**config.mk**
```make
export PLATFORM = sky130hd
export DESIGN_NAME = log_fx
export DESIGN_NICKNAME = d
export VERILOG_FILES = /design/src/rtl/log_fx.sv
export SDC_FILE = /design/constraint.sdc
export NUM_CORES = 1
export LEC_CHECK = 0
export ABC_AREA = 0
export BUFFER_PORTS_ARGS = -buffer_cell sky130_fd_sc_hd__buf_2
export CAP_MARGIN = 30
export CORE_ASPECT_RATIO = 0.9
export CORE_MARGIN = 1.5
export CORE_UTILIZATION = 60
export CTS_BUF_LIST = sky130_fd_sc_hd__clkbuf_2 sky130_fd_sc_hd__clkbuf_4 sky130_fd_sc_hd__clkbuf_8
export CTS_CLUSTER_DIAMETER = 200
export DETAILED_ROUTE_END_ITERATION = 6
export HOLD_SLACK_MARGIN = 0.12
export PLACE_DENSITY = 0.85
export SKIP_CTS_REPAIR_TIMING = 1
export SYNTH_ARGS = -nofsm -noshare
export SYNTH_HDL_FRONTEND = slang
export SYNTH_SLANG_ARGS = --single-unit
export TNS_END_PERCENT = 10
```
**constraint.sdc**
```tcl
create_clock -name clk_i -period 3.8 [get_ports clk_i]
set_input_delay 0.19 -clock clk_i [delete_from_list [all_inputs] [get_ports clk_i]]
set_output_delay 0.19 -clock clk_i [all_outputs]
set_load 0.005 [all_outputs]
```
**src/rtl/log_fx.sv**
```systemverilog
// log_fx: two-stage pipelined Mitchell log2 (place + F_BW fraction bits) with ready/valid.
// Optional LOG_FX_ROUND_EN rounds the fraction half-up, saturating without carry into place.
module log_fx #(
  parameter int I_BW = 32,
  parameter int F_BW = 2,
  parameter int O_BW = 8
) (
  input  logic            clk_i,
  input  logic            rst_n_i,
  input  logic            en_i,
  input  logic [I_BW-1:0] data_i,
  input  logic            valid_i,
  input  logic            last_i,
  output logic            ready_o,
  output logic [O_BW-1:0] data_o,
  output logic            valid_o,
  output logic            last_o,
  input  logic            ready_i
);
  localparam int P_BW = $clog2(I_BW + 1);
  localparam logic [O_BW-1:0] F_MASK = O_BW'((1 << F_BW) - 1);
  logic            stall, cap;
  logic [P_BW-1:0] p_enc, s1_p, place;
  logic [I_BW-1:0] s1_data, tmp;
  logic            s1_valid, s1_last;
  logic [O_BW-1:0] frac, res;
  assign stall   = valid_o & ~ready_i;
  assign ready_o = ~stall;
  assign cap     = valid_i & en_i;
  always_comb begin
    p_enc = '0;
    for (int i = 0; i < I_BW; i++) p_enc = data_i[i] ? P_BW'(i) : p_enc;
  end
  // shifting by I_BW-p drops the leading one, leaving the fraction at the MSBs
  assign tmp   = s1_data << (P_BW'(I_BW) - s1_p);
  assign place = |s1_data ? s1_p + P_BW'(1) : '0;
  assign frac  = O_BW'(tmp >> (I_BW - F_BW));
`ifdef LOG_FX_ROUND_EN
  logic r;
  assign r   = tmp[I_BW-1-F_BW];
  assign res = (O_BW'(place) << F_BW) | ((r && frac != F_MASK) ? frac + O_BW'(1) : frac);
`else
  assign res = (O_BW'(place) << F_BW) | frac;
`endif
  always_ff @(posedge clk_i or negedge rst_n_i) begin
    if (!rst_n_i) begin
      s1_valid <= 1'b0;
      s1_last  <= 1'b0;
      s1_p     <= '0;
      s1_data  <= '0;
      valid_o  <= 1'b0;
      last_o   <= 1'b0;
      data_o   <= '0;
    end else if (!stall) begin
      s1_valid <= cap;
      s1_last  <= cap & last_i;
      s1_p     <= p_enc;
      s1_data  <= data_i;
      valid_o  <= s1_valid;
      last_o   <= s1_valid & s1_last;
      data_o   <= res;
    end
  end
endmodule

```
==> summary.md, run 1 <==
| Metric | Value |
|---|---|
| Die height | `69.43 um` |
| Fin crit share | `0.7737` |
| Port-buffer cells | `48` |
| FF-to-FF setup slack | `0.86 ns` |
| Synth cell count leaders | `nand2_1, dfrtp_1, nor2_1` |
| Core ar. | `4576 um^2` |
| Slew Limit Fails | `0` |
| CTS tree | `done` |
| Worst-margin pin slew | `0.6827 ns` |
| Setup Skew | `0.004850 ns` |
| Mean Syn Cell Area | `9.279 um^2` |
| Initial Utilization | `0.6429` |
| Clock Root Buffer | `clkbuf_8` |
| Seq pwr share | `0.465` |
| Sequential area share after synthesis | `0.4168` |
| Crit path DAT | `3.12 ns` |
| DP HPWL | `4976 um` |
| Mapped Cells | `317` |
| Seq. cell area | `1226 um^2` |
| Final GP Congestion | `0.8317` |
| Min Tclk post-route | `2.940 ns` |
| Dominant cells by area after synthesis | `dfrtp_1, nand2_1, mux2i_1, mux4_1, mux4_2` |
| Worst VDD drop | `0.2504 mV` |
| Leak Pwr | `1.563 nW` |
| Internal power | `0.9932 mW` |
| Status | `complete, no violations` |
| GR Overflow Total | `0` |
| Slew margin rel. | `0.5448` |
| GRT Total Usage | `0.2813` |
| Max Clk Rate | `0.3401 GHz` |
| CTS buffer count | `5` |
| Most frequent cell after synthesis | `nand2_1` |
| Io pins | `49` |
| Fraction of registers with async set/reset | `1.000` |
| First-pass GRT wire length | `11,920 um` |
| WP data required | `3.98 ns` |
| Fin util | `0.7178` |
| Crit start category | `flip-flop` |
| Worst path slowest cell | `dfrtp_1` |
| First-pass detailed-route iteration total | `7` |
| Layout cells sized above 1 | `0.1911` |
| Clk_lat worst skew | `0.30 ns` |
| Max cap viols | `0` |
| Setup slack at placement | `0.9389 ns` |
| Std-Cell Rows | `23` |
| Vias/cell | `6.038` |
| Placed Area | `3144 um^2` |
| Die X | `76.81 um` |
| CP endpoint kind | `flip-flop` |
| Hold/Removal Path Class | `in -> reg` |
| Ys flop type | `dfrtp_1` |
| Crit-path max FO | `16` |
| Synth unique cells | `46` |
| Clock share of power | `0.275` |
| Routed Antenna Nets | `0` |
| Post-synth EDFFs | `0` |
| Ys Warns | `0` |
| Clock transition at path regs | `0.09 ns` |
| CP bufs+invs | `2` |
| N_diodes | `0` |
| RSZ-0062 raised after global routing | `no` |
| Delay-heaviest family, CP | `flip-flops` |
| Largest net degree at the start of global routing | `56` |
| Crit-path max cell delay | `0.79 ns` |
| Die area | `5332 um^2` |
| Clock Sinks | `49` |
| Area of the multi-input gates | `1528 um^2` |
| Area Growth Syn to Fin | `11.65%` |
| Yosys top cell area share | `0.4168` |
| #FFs+latches synth | `49` |
| Initial antenna violation count | `0` |
| H-tree Lvls | `2` |
| Synth area leader | `dfrtp_1` |
| Setup_tns | `0 ns` |
| Drt wl/cell | `16.45 um` |
| Vias after detailed routing | `2,554` |
| Final hold slack | `0.08712 ns` |
| Syn nets | `357` |
| Final Hold Viols | `0` |
| Drc violations | `0` |
| # fillers | `346` |
| Power Density | `432.1 nW/um^2` |
| CP Class | `reg -> reg` |
| Comb pwr share | `0.260` |
| Initial DRC Count | `283` |
| Final Cell Area | `3284 um^2` |
| Routed WL | `6957 um` |
| Vias in the first global route | `2,399` |
| Sw frac | `0.3001` |
| Setup-failing EPs final | `0` |
| Worst setup margin | `0.8599 ns` |
| Clk buf depth | `2` |
| Crit-path cells | `inv_1 -> ha_1 -> buf_4 -> mux2i_1 -> mux4_2 -> o22ai_1 -> a221o_1` |
| Net Switching | `0.4259 mW` |
| Synthesized area | `2942 um^2` |
| Nets@finish | `400` |
==> per-stage QoR <==
step           cells  power, mW
3_3_place_gp     412      1.006
4_1_cts          421      1.422
6_report         423      1.419
5_1_grt          423      1.498
3_5_place_dp     413      1.028
2_1_floorplan    317     0.9302
==> logic make-up after synthesis <==
kind of cell | count (synthesis) | share of synthesized area
mux | 27 | 0.1408
simple gates | 158 | 0.2361
fa+ha+maj | 2 | 0.008506
flops | 49 | 0.4168
compound gates | 50 | 0.1140
xor+xnor | 5 | 0.01999
buf+inv | 26 | 0.06380
==> layer usage <==
metal / vias up / routed length (um) / track usage
li1: 1214 / - / -
met1: 1236 / 3130 / 0.4047
met2: 94 / 3375 / 0.4543
met3: 10 / 382 / 0.04342
met4: 0 / 69 / 0.05761
met5: - / 0 / 0
==> path summary, 6_finish.rpt <==
kind | start | end | cells after the start
worst max-delay path | s1_p[0]$_DFFE_PN0N_ | data_o[0]$_DFFE_PN0N_ | 7
worst min-delay path | data_i[0] | s1_data[0]$_DFFE_PN0N_ | 3
worst max register to register | s1_p[0]$_DFFE_PN0N_ | data_o[0]$_DFFE_PN0N_ | 7
worst min register to register | last_o$_DFFE_PN0N_ | last_o$_DFFE_PN0N_ | 2
max in group asynchronous | rst_n_i | s1_data[24]$_DFFE_PN0N_ | 3
min in group asynchronous | rst_n_i | s1_data[0]$_DFFE_PN0N_ | 2
==> registers in the layout (all words and copies together) (netlist names) <==
| signal | count |
|---|---|
| last_o | 1 |
| data_o | 8 |
| s1_data | 32 |
| s1_last | 1 |
| s1_p | 5 |
| s1_valid | 1 |
| valid_o | 1 |
==> cell type report <==
class,instances,area share
timing repair buffer,54,0.09219
clock inverter,1,0.009143
multi-input combinational,242,0.4651
clock buffer,7,0.02743
tap,62,0.02362
inverter,8,0.009143
sequential,49,0.3733
==> power by group through the flow <==
stage | registers, mW | logic, mW | clock network [mW]
2_1_floorplan | 0.642 | 0.289 | 0
3_3_place_gp | 0.663 | 0.343 | 0
3_5_place_dp | 0.667 | 0.362 | 0
4_1_cts | 0.657 | 0.366 | 0.398
5_1_grt | 0.670 | 0.408 | 0.420
6_report | 0.659 | 0.369 | 0.390
==> cell usage in the layout, fill, tap and decap left out, types with 3 or more instances in the layout <==
| cell type | netlist | final |
|---|---|---|
| nand2_1 | 100 | 100 |
| dfrtp_1 | 49 | 49 |
| buf_2 | 0 | 48 |
| nor2_1 | 18 | 18 |
| mux2i_1 | 17 | 17 |
| nor4_1 | 16 | 16 |
| a21oi_1 | 10 | 10 |
| o21ai_0 | 9 | 9 |
| inv_1 | 7 | 7 |
| o31ai_1 | 7 | 7 |
| nand3_1 | 6 | 6 |
| clkbuf_8 | 2 | 6 |
| a211oi_1 | 5 | 5 |
| mux4_2 | 5 | 5 |
| mux4_1 | 5 | 5 |
| nor2b_1 | 4 | 4 |
| nand4_1 | 3 | 3 |
| buf_4 | 0 | 3 |
==> worst min-delay path, stage by stage <==
cell and delay, ns:
buf_2 0.07, nand2_1 0.04, nand2_1 0.05
No activity file was read; power rests on OpenSTA's default activity.
==> inputs of run 2 (changes only) <==
- CORE_UTILIZATION: 60 -> 58
- PLACE_DENSITY: 0.85 -> 0.83
- clock period: 3.8 -> 2.85 ns (I/O delays scaled with it)
==> summary.md, run 2 (synthesis results as in run 1) <==
| Metric | Value |
|---|---|
| Clock Sinks | `49 (unchanged)` |
| Status | `complete, no violations (unchanged)` |
| Dpl cells | `417 (was 413)` |
| Drt wl/cell | `16.28 um (was 16.45 um)` |
| Critical R2R Launch | `s1_p[1]$_DFFE_PN0N_ (was s1_p[0]$_DFFE_PN0N_)` |
| Largest net degree at the start of global routing | `56 (unchanged)` |
| Initial antenna violation count | `0 (unchanged)` |
| CP bufs+invs | `2 (unchanged)` |
| Clock share of power | `0.231 (was 0.275)` |
| Vias after detailed routing | `2,679 (was 2,554)` |
| Worst hold start | `data_i[7] (was data_i[0])` |
| Final GP Congestion | `0.9082 (was 0.8317)` |
| Layout cells sized above 1 | `0.1818 (was 0.1911)` |
| Crit-path max FO | `13 (was 16)` |
| GRT Total Usage | `0.2612 (was 0.2813)` |
| Final hold slack | `0.08302 ns (was 0.08712 ns)` |
| Fin crit share | `0.8699 (was 0.7737)` |
| Std-Cell Rows | `24 (was 23)` |
| Net Switching | `0.5817 mW (was 0.4259 mW)` |
| Setup Skew | `0.006071 ns (was 0.004850 ns)` |
| Setup slack at placement | `0.4319 ns (was 0.9389 ns)` |
| First-pass GRT wire length | `11,140 um (was 11,920 um)` |
| Vias in the first global route | `2,316 (was 2,399)` |
| H-tree Lvls | `2 (unchanged)` |
| Clk_lat worst skew | `0.32 ns (was 0.30 ns)` |
| Routed WL | `7327 um (was 6957 um)` |
| Clock transition at path regs | `0.09 ns (about the same)` |
| Initial Utilization | `0.6047 (was 0.6429)` |
| DP HPWL | `4891 um (was 4976 um)` |
| Largest regs | `s1_data x32, data_o x8, s1_p x5 (unchanged)` |
| Final Hold Viols | `0 (unchanged)` |
| Seq pwr share | `0.477 (was 0.465)` |
| Comb pwr share | `0.291 (was 0.260)` |
| N_diodes | `0 (unchanged)` |
| Hold/Removal Path Class | `in -> reg (unchanged)` |
| Crit path from | `s1_p[1]$_DFFE_PN0N_ (was s1_p[0]$_DFFE_PN0N_)` |
| Power Density | `519.4 nW/um^2 (was 432.1 nW/um^2)` |
| Die X | `78.07 um (was 76.81 um)` |
| Most frequent cells in the layout | `nand2_1, dfrtp_1, buf_2, dlygate4sd3_1, nor2_1 (was nand2_1, dfrtp_1, buf_2, nor2_1, mux2i_1)` |
| Final Cell Area | `3492 um^2 (was 3284 um^2)` |
| Internal power | `1.232 mW (was 0.9932 mW)` |
| Clock Root Buffer | `clkbuf_8 (unchanged)` |
| Crit-path max cell delay | `0.57 ns (was 0.79 ns)` |
| Slew margin rel. | `0.4579 (was 0.5448)` |
| CTS buffer count | `5 (unchanged)` |
| Crit path DAT | `2.68 ns (was 3.12 ns)` |
| CTS tree | `done (unchanged)` |
| Port-buffer cells | `48 (unchanged)` |
| Placed Area | `3156 um^2 (was 3144 um^2)` |
| Reg with most FFs | `s1_data (unchanged)` |
| Drc violations | `0 (unchanged)` |
| Clk buf depth | `2 (unchanged)` |
| Delay-heaviest family, CP | `multiplexers (was flip-flops)` |
| Max reg flops | `32 (unchanged)` |
| Routed Antenna Nets | `0 (unchanged)` |
| Leak Pwr | `1.651 nW (was 1.563 nW)` |
| First-pass detailed-route iteration total | `5 (was 7)` |
| Max cap viols | `0 (unchanged)` |
| CP Class | `reg -> reg (unchanged)` |
| Worst-margin pin slew | `0.8082 ns (was 0.6827 ns)` |
| WP data required | `3.05 ns (was 3.98 ns)` |
| RSZ-0062 raised after global routing | `no (unchanged)` |
| CP endpoint kind | `flip-flop (unchanged)` |
| Core ar. | `4865 um^2 (was 4576 um^2)` |
| Die height | `70.56 um (was 69.43 um)` |
| Final cell count without fillers | `450 (was 423)` |
| Nets@finish | `424 (was 400)` |
| Area Growth Syn to Fin | `18.72% (was 11.65%)` |
| Min Tclk post-route | `2.479 ns (was 2.940 ns)` |
| Max Clk Rate | `0.4034 GHz (was 0.3401 GHz)` |
| Sw frac | `0.3207 (was 0.3001)` |
| Die area | `5508 um^2 (was 5332 um^2)` |
| GR Overflow Total | `0 (unchanged)` |
| Vias/cell | `5.953 (was 6.038)` |
| Most common cell after layout, fill and taps aside | `nand2_1 (unchanged)` |
| Io pins | `49 (unchanged)` |
| Initial DRC Count | `289 (was 283)` |
| Setup-failing EPs final | `0 (unchanged)` |
| Worst VDD drop | `0.2622 mV (was 0.2504 mV)` |
| Setup_tns | `0 ns (unchanged)` |
| Worst path slowest cell | `ha_1 (was dfrtp_1)` |
| Worst setup margin | `0.3708 ns (was 0.8599 ns)` |
| Crit start category | `flip-flop (unchanged)` |
| Slew Limit Fails | `0 (unchanged)` |
| Crit-path cells | `inv_1 -> ha_1 -> buf_4 -> mux2i_1 -> mux4_2 -> o22ai_1 -> a221o_1 (unchanged)` |
run 2: path summary, 6_finish.rpt:
| kind | to | slack (ns) | depth (start not counted) |
|---|---|---|---|
| hold / removal | s1_data[7]$_DFFE_PN0N_ | 0.08 | 3 |
| min in group asynchronous | data_o[6]$_DFFE_PN0N_ | 0.23 | 2 |
| setup / recovery | data_o[0]$_DFFE_PN0N_ | 0.37 | 7 |
| setup reg to reg | data_o[0]$_DFFE_PN0N_ | 0.37 | 7 |
| max in group asynchronous | s1_data[29]$_DFFE_PN0N_ | 2.14 | 3 |
| hold reg to reg | last_o$_DFFE_PN0N_ | 0.47 | 2 |
run 2: metrics by stage:
| step | utilization | power (mW) |
|---|---|---|
| CTS | 0.6664 | 1.777 |
| global route | 0.7179 | 1.902 |
| global placement | 0.6445 | 1.347 |
| detailed placement | 0.6487 | 1.370 |
| floorplan | - | 1.240 |
| finish | 0.7179 | 1.814 |
run 2: per-layer routing:
layer	routed length [um]	track usage	up-vias
met5	0	0	-
met1	3127	0.3784	1288
met4	184	0.08135	0
met3	470	0.04129	22
li1	-	-	1264
met2	3545	0.4106	105
run 2: layout make-up:
| type | count | area (um^2) |
|---|---|---|
| Multi-Input combinational cell | 242 | 1528 |
| Fill cell | 378 | 1373 |
| Sequential cell | 49 | 1226 |
| Timing Repair Buffer | 78 | 540.5 |
| Tap cell | 65 | 81.33 |
| Clock buffer | 6 | 76.32 |
| Inverter | 8 | 30.03 |
| Clock inverter | 2 | 10.01 |
run 2: power by group through the flow:
stage	Sequential, mW	Combinational (mW)	Clock, mW
6_report	0.866	0.529	0.420
5_1_grt	0.875	0.583	0.444
4_1_cts	0.863	0.497	0.417
3_5_place_dp	0.877	0.494	0
3_3_place_gp	0.873	0.474	0
2_1_floorplan	0.855	0.385	0
run 2: tightest hold or removal path, cell delays in order:
cell,delay [ns]
buf_2,0.13
nand2_1,0.06
nand2_1,0.05
